**src/rtl/mem_arbiter.sv**
```systemverilog
// Single-port bus arbiter/sequencer shared by instruction fetch and the two memory-stage lanes.
// One transaction outstanding; a pending fetch is forced through after FAIR_LIMIT data grants.
module mem_arbiter #(
  parameter int unsigned FAIR_LIMIT = 3
) (
  input  logic             clk_i,
  input  logic             rst_i,
  input  logic             flush_i,
  input  logic             if_req_i,
  input  logic [31:0]      if_addr_i,
  output logic             if_valid_o,
  output logic [31:0]      if_rdata_o,
  input  logic [1:0]       mem_req_i,
  input  logic [1:0]       mem_we_i,
  input  logic [1:0][3:0]  mem_be_i,
  input  logic [1:0][31:0] mem_addr_i,
  input  logic [1:0][31:0] mem_wdata_i,
  output logic [1:0][31:0] mem_rdata_o,
  output logic [1:0]       mem_done_o,
  output logic             stall_from_memory_o,
  output logic             bus_req_o,
  output logic             bus_we_o,
  output logic [3:0]       bus_be_o,
  output logic [31:0]      bus_addr_o,
  output logic [31:0]      bus_wdata_o,
  input  logic             bus_gnt_i,
  input  logic             bus_rvalid_i,
  input  logic [31:0]      bus_rdata_i
);

  localparam int unsigned CNT_W = (FAIR_LIMIT < 4) ? 2 : $clog2(FAIR_LIMIT + 1);
  localparam logic [CNT_W-1:0] CNT_LIMIT = CNT_W'(FAIR_LIMIT);

  typedef enum logic [1:0] {ST_IDLE = 2'd0, ST_ADDR = 2'd1, ST_RESP = 2'd2} state_e;
  typedef enum logic [1:0] {OWN_LANE0 = 2'd0, OWN_LANE1 = 2'd1, OWN_FETCH = 2'd2} owner_e;

  state_e           state_q, state_d;
  owner_e           owner_q, owner_d;
  logic [CNT_W-1:0] fair_q, fair_d;
  logic             drop_q, drop_d;
  logic             bus_req_q, bus_req_d;
  logic             bus_we_q, bus_we_d;
  logic [3:0]       bus_be_q, bus_be_d;
  logic [31:0]      bus_addr_q, bus_addr_d;
  logic [31:0]      bus_wdata_q, bus_wdata_d;
  logic             if_valid_q, if_valid_d;
  logic [31:0]      if_rdata_q, if_rdata_d;
  logic [1:0]       done_q, done_d;
  logic [1:0][31:0] rdata_q, rdata_d;

  logic [1:0] pend_s;
  logic       stall_s, fetch_ok_s, fair_hit_s, lane_sel_s, lane_own_s, drop_now_s;

  function automatic logic [CNT_W-1:0] fair_inc(input logic [CNT_W-1:0] cnt);
    if (cnt >= CNT_LIMIT) begin
      return CNT_LIMIT;
    end else begin
      return cnt + CNT_W'(1);
    end
  endfunction

  assign pend_s     = mem_req_i & ~done_q;
  assign stall_s    = |pend_s;
  assign fetch_ok_s = if_req_i & ~flush_i;
  assign fair_hit_s = (fair_q == CNT_LIMIT) & fetch_ok_s;
  assign lane_sel_s = ~pend_s[0];
  assign lane_own_s = owner_q[0];
  // A flush in the same cycle as the fetch response still discards it.
  assign drop_now_s = drop_q | flush_i;

  // Arbitration, bus sequencing and per-lane completion next-state.
  always_comb begin
    state_d     = state_q;
    owner_d     = owner_q;
    drop_d      = drop_q;
    fair_d      = if_req_i ? fair_q : {CNT_W{1'b0}};
    bus_req_d   = bus_req_q;
    bus_we_d    = bus_we_q;
    bus_be_d    = bus_be_q;
    bus_addr_d  = bus_addr_q;
    bus_wdata_d = bus_wdata_q;
    if_valid_d  = 1'b0;
    if_rdata_d  = if_rdata_q;
    rdata_d     = rdata_q;
    done_d      = stall_s ? done_q : 2'b00;
    case (state_q)
      ST_IDLE: begin
        if (fair_hit_s || (fetch_ok_s && !stall_s)) begin
          state_d     = ST_ADDR;
          owner_d     = OWN_FETCH;
          fair_d      = {CNT_W{1'b0}};
          bus_req_d   = 1'b1;
          bus_we_d    = 1'b0;
          bus_be_d    = 4'hF;
          bus_addr_d  = if_addr_i;
          bus_wdata_d = 32'h0000_0000;
        end else if (stall_s) begin
          state_d     = ST_ADDR;
          owner_d     = lane_sel_s ? OWN_LANE1 : OWN_LANE0;
          fair_d      = if_req_i ? fair_inc(fair_q) : {CNT_W{1'b0}};
          bus_req_d   = 1'b1;
          bus_we_d    = mem_we_i[lane_sel_s];
          bus_be_d    = mem_be_i[lane_sel_s];
          bus_addr_d  = mem_addr_i[lane_sel_s];
          bus_wdata_d = mem_wdata_i[lane_sel_s];
        end else begin
          state_d = ST_IDLE;
        end
      end
      ST_ADDR: begin
        drop_d = drop_q | (flush_i && (owner_q == OWN_FETCH));
        if (bus_gnt_i) begin
          bus_req_d = 1'b0;
          state_d   = ST_RESP;
        end else begin
          state_d = ST_ADDR;
        end
      end
      ST_RESP: begin
        if (bus_rvalid_i) begin
          state_d = ST_IDLE;
          drop_d  = 1'b0;
          if (owner_q == OWN_FETCH) begin
            if_valid_d = ~drop_now_s;
            if_rdata_d = drop_now_s ? if_rdata_q : bus_rdata_i;
          end else begin
            done_d[lane_own_s]  = 1'b1;
            rdata_d[lane_own_s] = bus_we_q ? rdata_q[lane_own_s] : bus_rdata_i;
          end
        end else begin
          drop_d = drop_q | (flush_i && (owner_q == OWN_FETCH));
        end
      end
      default: begin
        state_d = ST_IDLE;
      end
    endcase
  end

  // State and registered outputs.
  always_ff @(posedge clk_i or posedge rst_i) begin
    if (rst_i) begin
      state_q     <= ST_IDLE;
      owner_q     <= OWN_LANE0;
      fair_q      <= {CNT_W{1'b0}};
      drop_q      <= 1'b0;
      bus_req_q   <= 1'b0;
      bus_we_q    <= 1'b0;
      bus_be_q    <= 4'h0;
      bus_addr_q  <= 32'h0000_0000;
      bus_wdata_q <= 32'h0000_0000;
      if_valid_q  <= 1'b0;
      if_rdata_q  <= 32'h0000_0000;
      done_q      <= 2'b00;
      rdata_q     <= {2{32'h0000_0000}};
    end else begin
      state_q     <= state_d;
      owner_q     <= owner_d;
      fair_q      <= fair_d;
      drop_q      <= drop_d;
      bus_req_q   <= bus_req_d;
      bus_we_q    <= bus_we_d;
      bus_be_q    <= bus_be_d;
      bus_addr_q  <= bus_addr_d;
      bus_wdata_q <= bus_wdata_d;
      if_valid_q  <= if_valid_d;
      if_rdata_q  <= if_rdata_d;
      done_q      <= done_d;
      rdata_q     <= rdata_d;
    end
  end

  assign stall_from_memory_o = stall_s;
  assign bus_req_o   = bus_req_q;
  assign bus_we_o    = bus_we_q;
  assign bus_be_o    = bus_be_q;
  assign bus_addr_o  = bus_addr_q;
  assign bus_wdata_o = bus_wdata_q;
  assign if_valid_o  = if_valid_q;
  assign if_rdata_o  = if_rdata_q;
  assign mem_done_o  = done_q;
  assign mem_rdata_o = rdata_q;

endmodule

```
**config.mk**
```make
export PLATFORM = sky130hd
export DESIGN_NAME = mem_arbiter
export DESIGN_NICKNAME = d
export VERILOG_FILES = /design/src/rtl/mem_arbiter.sv
export SDC_FILE = /design/constraint.sdc
export NUM_CORES = 1
export LEC_CHECK = 0
export BUFFER_PORTS_ARGS = -buffer_cell sky130_fd_sc_hd__buf_2
export CAP_MARGIN = 20
export CORE_ASPECT_RATIO = 0.8
export CORE_MARGIN = 2
export CORE_UTILIZATION = 30
export DETAILED_ROUTE_END_ITERATION = 16
export SLEW_MARGIN = 15
export SYNTH_ARGS = -nofsm -noshare
export SYNTH_HDL_FRONTEND = slang
export SYNTH_SLANG_ARGS = --single-unit
```
**constraint.sdc**
```tcl
create_clock -name clk_i -period 8 [get_ports clk_i]
set_input_delay 0 -clock clk_i [delete_from_list [all_inputs] [get_ports clk_i]]
set_output_delay 0 -clock clk_i [all_outputs]
set_load 0.1 [all_outputs]
```
==> results of run 1 <==
[layer usage]
| layer | vias up | wire length (um) | track usage |
|---|---|---|---|
| met5 | - | 0 | 0 |
| li1 | 3420 | - | - |
| met3 | 48 | 1390 | 0.0403 |
| met2 | 257 | 12700 | 0.312 |
| met1 | 3547 | 10700 | 0.218 |
| met4 | 0 | 767 | 0.0780 |
[what timing repair did]
| item | CTS | global route |
|---|---|---|
| setup buffers | 0 | 0 |
| hold buffers | 178 | 0 |
| hold endpoints to repair | 229 | 0 |
[stage by stage]
| step | cells | instance area (sq um) | hold WS, ns | utilization |
|---|---|---|---|---|
| after CTS | 1558 | 12500 | 0.110 | 0.477 |
| after global routing | 1560 | 12500 | 0.125 | 0.477 |
| after global placement | 1348 | 10100 | 0.102 | 0.387 |
| after floorplan | 655 | 7930 | 0.0991 | - |
| final | 1561 | 12500 | 0.134 | 0.477 |
| after detailed placement | 1348 | 10100 | 0.103 | 0.387 |
[how the worst max path moves through the flow]
stage                     slack [ns]         endpoint          start
after floorplan                 3.23    bus_addr_o[0]          rst_i
after global placement          5.09      bus_be_o[1]  mem_done_o[0]
after detailed placement        4.97  bus_wdata_o[10]  mem_done_o[0]
after CTS                       4.96  bus_wdata_o[10]  mem_done_o[0]
after global routing            4.67  bus_wdata_o[11]  mem_done_o[0]
final                           4.93  bus_wdata_o[11]  mem_done_o[0]
[layout make-up]
type	instances	area (sq um)	share of cell area
antenna	3	7.51	0.000602
clock buffer	17	425	0.0341
clock inverter	15	145	0.0116
inverter	9	38.8	0.00311
multi-input combinational	418	3260	0.261
sequential	176	4400	0.353
tap	357	447	0.0358
timing repair buffer	566	3750	0.300
[worst min-delay path, delay by kind of cell]
| kind | cells | cell delay (ns) |
|---|---|---|
| buffers and inverters | 1 | 0.10 |
| and+or+nand+nor | 2 | 0.31 |
| AOI/OAI and AO/OA | 1 | 0.09 |
[sequential cells by signal, summed over array words and instances, names as in the netlist]
signal / count
bus_req_o: 1
fair_q: 2
owner_q: 2
mem_rdata_o: 64
drop_q: 1
bus_addr_o: 32
bus_we_o: 1
bus_wdata_o: 32
mem_done_o: 2
bus_be_o: 4
state_q: 2
if_rdata_o: 32
if_valid_o: 1
[cells in the final DEF (no fill, tap or decap), drive strengths merged]
master,instances
buf,388
dlygate4sd3,178
dfrtp,176
mux2,96
nand2,73
o21ai,71
mux2i,34
o31ai,34
and2,32
a221oi,32
clkbuf,17
inv,17
nor2,15
clkinv,6
o22a,4
nand2b,4
nor2b,4
diode,3
ha,3
a21oi,2
o22ai,2
a31oi,2
a21boi,1
o31a,1
or3,1
nor4,1
nor3,1
nand3,1
a311oi,1
a22oi,1
a41oi,1
a32o,1
clkinvlp,1
[logic make-up (layout without fill, tap and decap cells)]
family / after synthesis / after routing
other: 0 / 3
DFF: 176 / 176
AOI/OAI and AO/OA: 153 / 153
and+or+nand+nor: 132 / 132
muxes: 130 / 130
buffers and inverters: 61 / 607
adders and majority gates: 3 / 3
==> impl_metrics.yaml, run 1 <==
min_path:
  holdPathEnd: "mem_done_o[0]"
  min_from: "mem_req_i[1]"
  holdPathStages: 4
  min_path_type: "input port to flop"
worst_setup_path:
  setup.worst_path.start_class: "flop"
  worstPathMaxFanout: 70
  arrival_ns: 3.32
  critical_path.cell_chain: "nand2b_4 -> a21boi_4 -> o21ai_4 -> o21ai_0"
  cp_top_family: "compound AO/OA/AOI/OAI gates"
  worst_path_max_delay_cell: "o21ai_4"
  slack_of_the_worst_reg_to_reg_path_ns: 4.93
  critical_path_required_ns: 8.25
  worst_path_largest_cell_delay_ns: 0.92
  crit-reg2reg-launch: "mem_done_o[0]"
  timing.setup.critical_path_class: "flop to flop"
  cp_num_buf_inv: 0
  endpoint_kind: "flop"
  rr_endpoint: "bus_wdata_o[11]"
  worst-path-stages: 4
  timing.reg2reg.worst_path_depth: 4
global_routing:
  grt_max_degree: 71
  grt_antenna_before_repair: 2
  grt_pass1_wl_um: 39400
  overall_global_routing_resource_usage: 0.181
  globalRoute.totalOverflow: 0
  grt_pass1_vias: 7468
die:
  core_region_area_sq_um: 26100
  floorplan.io_pins: 380
  die_x_um: 186
  num_rows: 53
  die_area_sq_um: 27700
  die_h_um: 149
  start_util: 0.303
detailed_routing:
  via_per_inst: 4.66
  vias: 7272
  detail_route.drc_violations: 0
  drt_pre_antenna_iters: 4
  detailedRoute.firstIterationViolations: 298
  route.antenna.remaining_nets: 0
  wl_per_cell_um: 16.4
  postRouteWirelength_um: 25600
yosys:
  synthXorXnorAreaFrac: 0
  total_of_flip_flops_plus_latches_after_synthesis: 176
  yosys.area.top_type: "dfrtp_1"
  netlist-cell-type-count: 38
  syn-num-nets: 868
  synth_enable_flop_cells: 0
  synth_common_cells: "dfrtp_1 (176), nand2_1 (73), mux2_2 (66)"
  postSynth.topFlopCell: "dfrtp_1"
  synth_simple_gate_area_share: 0.0772
  ys_warn_count: 0
  synth_top_family_by_area: "multiplexers"
  synth_sequential_area_ratio: 0.556
  yosysMostFrequentCell: "dfrtp_1"
  multiplexer_fraction_of_the_synthesized_cell_area: 0.193
  synthTopCellsByArea: "dfrtp_1 (56%), mux2_2 (9.4%), mux2_4 (5.7%), mux2i_1 (4.3%), a221oi_1 (3.5%)"
  synth_top_area_share: 0.556
  syn_inst: 655
  synthAdderAreaFrac: 0.00473
  syn_avg_cell_area_sq_um: 12.1
  ys_async_sr_fraction: 1.00
  synth_compound_gate_area_share: 0.129
  mappedNetlistArea_sq_um: 7930
clock_tree:
  buffer_depth_of_the_longest_clock_path: 2
  post_cts_gate_resize_count: 0
  clock_sink_count: 176
  clock-root-buffer: "clkbuf_16"
  number_of_clock_buffers_inserted_by_tritoncts: 17
  cts_tree: "done"
  clk_transition_reported_paths_ns: 0.07
  h-tree-depth: 4
  insertion_delay_ns: 0.43
place:
  finalWeightedCongestion: 0.783
  worst_setup_slack_after_placement_ns: 4.97
  hpwlAfterDp_um: 16600
  placement.io_buffers: 379
sta:
  worst_slew_pin_slew_ns: 1.04
  final.setup_skew_ns: 0.00708
  fin_setup_tns_ns: 0
  rsz0062_at_grt: "no"
  postLayoutSetupSlackWorst_ns: 4.93
  timing.final.max_slew_violations: 0
  timing_hold_violations_final: 0
  finalWorstPathRequiredPeriod_ns: 3.07
  max_freq_mhz: 326
  final.period_utilization: 0.384
  timing.max_slew.rel_slack: 0.305
  setup_viol: 0
finish:
  filler_cell_count: 2489
  fin_nets: 1401
  drive_above_1_share: 0.440
  area_growth_pct: 57.4
outcome:
  status: "complete, no violations"
flow_run:
  max_cap_viol: 0
Power of run 1 is left out: the tool's default activity adds up to more than one toggle a clock period on the data nets, which glitch-free logic cannot reach.
==> inputs of run 2 (changes only) <==
==> constraint.sdc (replaced) <==
create_clock -name clk_i -period 2.5 [get_ports clk_i]
set_input_delay 0 -clock clk_i [delete_from_list [all_inputs] [get_ports clk_i]]
set_output_delay 0 -clock clk_i [all_outputs]
set_load 0.1 [all_outputs]
==> run 2 against run 1 <==
Effect of this change: first-iteration DRC count decreased by 13%; core utilization rose by 0.35 points; clock skew up 0.0050 ns; register-to-register slack lost 4.8 ns; routed wire length rose by 2.2%; worst hold slack worse by 0.080 ns; die area unchanged; critical path depth up 2; cell count up 0.19%; global-route usage is 0.57 points higher; count of clock-buffer cells in the layout is 3 higher; non-clock buffer count is 2 higher; highest routed layer unchanged.
==> impl_metrics.yaml, run 2 (same netlist as run 1, synthesis figures left out) <==
worst_setup_path:
  cp_num_buf_inv: 2
  timing.setup.critical_path_class: "flop to flop"
  timing.reg2reg.worst_path_depth: 6
  critical_path_required_ns: 2.82
  slack_of_the_worst_reg_to_reg_path_ns: 0.16
  worst_path_max_delay_cell: "dlygate4sd3_1"
  critical_path.cell_chain: "nor2b_2 -> o21ai_2 -> buf_4 -> a221oi_1 -> o21ai_1 -> dlygate4sd3_1"
  arrival_ns: 2.65
  setup.worst_path.start_class: "flop"
  worstPathMaxFanout: 32
  cp_top_family: "buffers and inverters"
  crit-reg2reg-launch: "mem_done_o[0]"
  endpoint_kind: "flop"
  rr_endpoint: "bus_addr_o[4]"
  worst_path_largest_cell_delay_ns: 0.57
detailed_routing:
  detail_route.drc_violations: 0
  route.antenna.remaining_nets: 0
  postRouteWirelength_um: 26200
  detailedRoute.firstIterationViolations: 258
  via_per_inst: 4.68
  wl_per_cell_um: 16.7
  vias: 7312
  drt_pre_antenna_iters: 4
global_routing:
  grt_pass1_vias: 7746
  grt_max_degree: 109
  overall_global_routing_resource_usage: 0.187
  grt_pass1_wl_um: 40400
  globalRoute.totalOverflow: 0
  grt_antenna_before_repair: 4
die:
  num_rows: 53
  die_h_um: 149
  floorplan.io_pins: 380
  die_x_um: 186
  core_region_area_sq_um: 26100
  start_util: 0.303
  die_area_sq_um: 27700
finish:
  drive_above_1_share: 0.447
  fin_nets: 1403
  area_growth_pct: 58.5
  mostFrequentLayoutCells: "buf_2 (378), dfrtp_1 (175), dlygate4sd3_1 (175), nand2_1 (73), mux2_2 (66)"
  largest_register_ffs: 64
  final_common_cell: "buf_2"
sta:
  rsz0062_at_grt: "no"
  timing.final.max_slew_violations: 0
  timing.max_slew.rel_slack: 0.298
  setup_viol: 0
  final.period_utilization: 0.935
  final.setup_skew_ns: 0.0121
  worst_slew_pin_slew_ns: 1.05
  max_freq_mhz: 428
  finalWorstPathRequiredPeriod_ns: 2.34
  timing_hold_violations_final: 0
  fin_setup_tns_ns: 0
min_path:
  min_path_type: "input port to flop"
  holdPathStages: 4
  min_from: "mem_req_i[1]"
  holdPathEnd: "mem_done_o[0]"
clock_tree:
  number_of_clock_buffers_inserted_by_tritoncts: 17
  cts_tree: "done"
  clock_sink_count: 176
  buffer_depth_of_the_longest_clock_path: 2
  clock-root-buffer: "clkbuf_16"
  insertion_delay_ns: 0.43
  h-tree-depth: 4
  clk_transition_reported_paths_ns: 0.08
place:
  finalWeightedCongestion: 0.794
  placement.io_buffers: 379
  hpwlAfterDp_um: 17100
flow_run:
  max_cap_viol: 0
outcome:
  status: "complete, no violations"
run 2: area by class of cell:
type | instances | area [sq um]
Fill cell | 2395 | 13600
Tap cell | 357 | 447
Clock buffer | 20 | 467
Inverter | 9 | 41.3
Clock inverter | 12 | 100
Timing Repair Buffer | 568 | 3830
Multi-Input combinational cell | 418 | 3270
Sequential cell | 176 | 4410
Antenna cell | 4 | 10.0
run 2: worst min-delay path: stages:
cell,delay (ns)
buf_2,0.10
nor2b_2,0.19
nand2_1,0.08
o31ai_1,0.06
run 2: worst max path at each step:
stage                       start       endpoint  slack [ns]  cells after the start
detailed placement     state_q[0]  if_rdata_o[5]        0.34                      7
global route        mem_done_o[0]  bus_addr_o[4]       0.008                      6
floorplan                   rst_i  mem_done_o[0]        0.05                      1
global placement       state_q[0]  if_rdata_o[7]        0.39                      7
finish              mem_done_o[0]  bus_addr_o[4]        0.16                      6
CTS                 mem_done_o[1]  bus_addr_o[4]        0.10                      6
run 2: repair_timing:
action	4_1_cts	5_1_grt
buffers inserted	0	1
endpoints found under the setup margin	0	16
gates resized for setup	0	2
endpoints found under the hold margin	348	0
hold buffers	175	0
run 2: layer usage:
metal,share of wire,track usage,routed length (um)
met1,0.42,0.220,11000
met2,0.49,0.327,13000
met3,0.058,0.0483,1530
met4,0.025,0.0685,663
met5,0,0,0
run 2: through the flow:
step / area (sq um) / hold slack, ns / worst slack (ns) / utilization / instances
2_1_floorplan: 7940 / 0.0991 / 0.0546 / - / 655
3_3_place_gp: 10200 / 0.225 / 0.393 / 0.391 / 1352
3_5_place_dp: 10200 / 0.229 / 0.341 / 0.391 / 1352
4_1_cts: 12500 / 0.0490 / 0.101 / 0.480 / 1559
5_1_grt: 12600 / 0.0509 / 0.00772 / 0.481 / 1564
6_report: 12600 / 0.0535 / 0.162 / 0.481 / 1564
Power of run 2 is left out for the same reason.
==> inputs of run 3 (changes only) <==
--- a/config.mk
+++ b/config.mk
@@ -5,6 +5,7 @@
 export SDC_FILE = /design/constraint.sdc
 export NUM_CORES = 1
 export LEC_CHECK = 0
+export ABC_AREA = 1
 export BUFFER_PORTS_ARGS = -buffer_cell sky130_fd_sc_hd__buf_2
 export CAP_MARGIN = 20
 export CORE_ASPECT_RATIO = 0.8
==> constraint.sdc (replaced) <==
create_clock -name clk_i -period 2.6 [get_ports clk_i]
set_input_delay 0 -clock clk_i [delete_from_list [all_inputs] [get_ports clk_i]]
set_output_delay 0 -clock clk_i [all_outputs]
set_load 0.1 [all_outputs]
==> run 3 against run 2 <==
Effect of this change: routed wire length up 28%; global-route usage up 2.0 points; non-clock buffer count up 12; maximum frequency down 4.6%; cell count up 38%; clock skew down 0.00083 ns; critical path type unchanged; critical endpoint is now bus_addr_o[11].
==> impl_metrics.yaml, run 3 <==
worst_setup_path:
  critical_path.cell_chain: "inv_1 -> ha_1 -> nand2_4 -> nand2_2 -> buf_4 -> nand3_1 -> dlygate4sd3_1 -> nand2_1"
  setup.worst_path.start_class: "flop"
  worst_path_max_delay_cell: "dlygate4sd3_1"
  timing.setup.critical_path_class: "flop to flop"
  arrival_ns: 2.82
  critical_path_required_ns: 2.97
  cp_top_family: "buffers and inverters"
  cp_num_buf_inv: 3
  worst_path_largest_cell_delay_ns: 0.60
  endpoint_kind: "flop"
  worstPathMaxFanout: 21
detailed_routing:
  route.met2.wl_um: 15800
  route.antenna.remaining_nets: 0
  top_layer_used: "met4"
  detailroute.wirelength.met3_um: 2270
  vias: 10100
  detail_route.wirelength.met1_um: 14600
  via_per_inst: 4.69
  postRouteWirelength_um: 33400
  detail_route.drc_violations: 0
  drt_pre_antenna_iters: 5
  wl_per_cell_um: 15.4
  detailedRoute.firstIterationViolations: 468
yosys:
  netlist-cell-type-count: 23
  yosys.area.top_type: "dfrtp_1"
  yosysMostFrequentCell: "nand2_1"
  synth_sequential_area_ratio: 0.484
  syn-num-nets: 1441
  ys_async_sr_fraction: 1.00
  postSynth.topFlopCell: "dfrtp_1"
  synth_enable_flop_cells: 0
  syn_avg_cell_area_sq_um: 7.41
  syn_inst: 1228
  total_of_flip_flops_plus_latches_after_synthesis: 176
  mappedNetlistArea_sq_um: 9100
  synth_common_cells: "nand2_1 (485), nand3_1 (236), dfrtp_1 (176)"
  synthTopCellsByArea: "dfrtp_1 (48%), nand2_1 (20%), nand3_1 (13%), o21ai_0 (5.4%), inv_1 (3.2%)"
  synth_top_area_share: 0.484
  ys_warn_count: 0
clock_tree:
  insertion_delay_ns: 0.43
  cts_tree: "done"
  post_cts_buffers: 0
  number_of_clock_buffers_inserted_by_tritoncts: 17
  clock_sink_count: 176
  h-tree-depth: 4
  clk_transition_reported_paths_ns: 0.08
  clock-root-buffer: "clkbuf_16"
  buffer_depth_of_the_longest_clock_path: 2
sta:
  finalWorstPathRequiredPeriod_ns: 2.45
  fin_setup_tns_ns: 0
  setup_viol: 0
  timing.max_slew.rel_slack: 0.460
  worst_slew_pin_slew_ns: 0.810
  rsz0062_at_grt: "no"
  final.hold.worst_slack_ns: 0.0280
  final.setup_skew_ns: 0.0113
  max_freq_mhz: 408
  final.period_utilization: 0.942
  timing_hold_violations_final: 0
  timing.final.max_slew_violations: 0
finish:
  drive_above_1_share: 0.257
  area_growth_pct: 49.8
  final_common_cell: "nand2_1"
  antennaDiodeCount: 0
  fin_nets: 1950
  filler_cell_count: 3033
  fin_cells: 2163
  largest_register_ffs: 64
  mostFrequentLayoutCells: "nand2_1 (483), buf_2 (379), nand3_1 (235), dlygate4sd3_1 (176), dfrtp_1 (175)"
global_routing:
  grt_antenna_before_repair: 0
  overall_global_routing_resource_usage: 0.206
  grt_pass1_wl_um: 51900
  globalRoute.totalOverflow: 0
  grt_max_degree: 71
  grt_pass1_vias: 10000
die:
  num_rows: 57
  floorplan.io_pins: 380
  die_h_um: 160
  die_x_um: 199
  core_region_area_sq_um: 30100
  die_area_sq_um: 31800
  start_util: 0.302
flow_run:
  max_cap_viol: 0
place:
  hpwlAfterDp_um: 22200
  placement.io_buffers: 379
  post-place-cells: 1955
  finalWeightedCongestion: 0.835
outcome:
  status: "complete, no violations"
min_path:
  min_path_type: "input port to flop"
run 3: changes by cell type after synthesis, sizes merged, moves of 34 or more:
| cell | before | now |
|---|---|---|
| inv | 9 | 81 |
| o31ai | 34 | 0 |
| nand2 | 73 | 490 |
| mux2i | 34 | 0 |
| nand3 | 1 | 237 |
| mux2 | 96 | 0 |
| o21ai | 71 | 107 |
run 3: worst register-to-register path, cell delays in order, from the launching register on:
cell and delay [ns]:
dfrtp_1 0.39, inv_1 0.10, ha_1 0.35, nand2_4 0.08, nand2_2 0.38, buf_4 0.30, nand3_1 0.13, dlygate4sd3_1 0.60
nand2_1 0.06
run 3: stage by stage:
stage | area (sq um) | setup slack [ns] | utilization
after floorplan | 9100 | 0.347 | -
after global placement | 11300 | 0.671 | 0.375
after detailed placement | 11300 | 0.652 | 0.375
after CTS | 13600 | 0.0910 | 0.453
after global routing | 13600 | 0.0423 | 0.453
final | 13600 | 0.150 | 0.453
run 3: cells by family after synthesis:
logic type / synth area share
AO/OA/AOI/OAI: 0.0608
adder cells (fa/ha/maj): 0.00412
buffers and inverters: 0.0828
flip-flops: 0.484
AND/OR/NAND/NOR: 0.368
run 3: layout make-up:
cell class	count	area [sq um]	area share
Sequential cell	176	4410	0.323
Multi-Input combinational cell	881	3950	0.290
Timing Repair Buffer	580	3870	0.284
Tap cell	413	517	0.0379
Clock buffer	18	429	0.0315
Inverter	81	310	0.0228
Clock inverter	14	148	0.0108
run 3: worst paths after layout:
check | start | endpoint | slack (ns) | cells after the start
worst max-delay path | state_q[1] | bus_addr_o[11] | 0.15 | 8
worst min-delay path | mem_addr_i[62] | bus_addr_o[30] | 0.03 | 7
worst max register to register | state_q[1] | bus_addr_o[11] | 0.15 | 8
worst min register to register | if_rdata_o[29] | if_rdata_o[29] | 0.48 | 2
max in group asynchronous | rst_i | bus_be_o[1] | 1.14 | 5
min in group asynchronous | rst_i | mem_rdata_o[54] | 0.60 | 4
run 3: timing repair:
item	in CTS	in global routing
endpoints found under the hold margin	348	0
resized for setup	0	2
hold buffers	176	0
setup endpoints to repair	0	15
run 3: routing by layer:
metal,global-route usage,vias up
met3,0.0456,49
met4,0.0695,0
li1,-,4951
met2,0.346,390
met1,0.263,4752
met5,0,-
Power of run 3 is left out for the same reason.
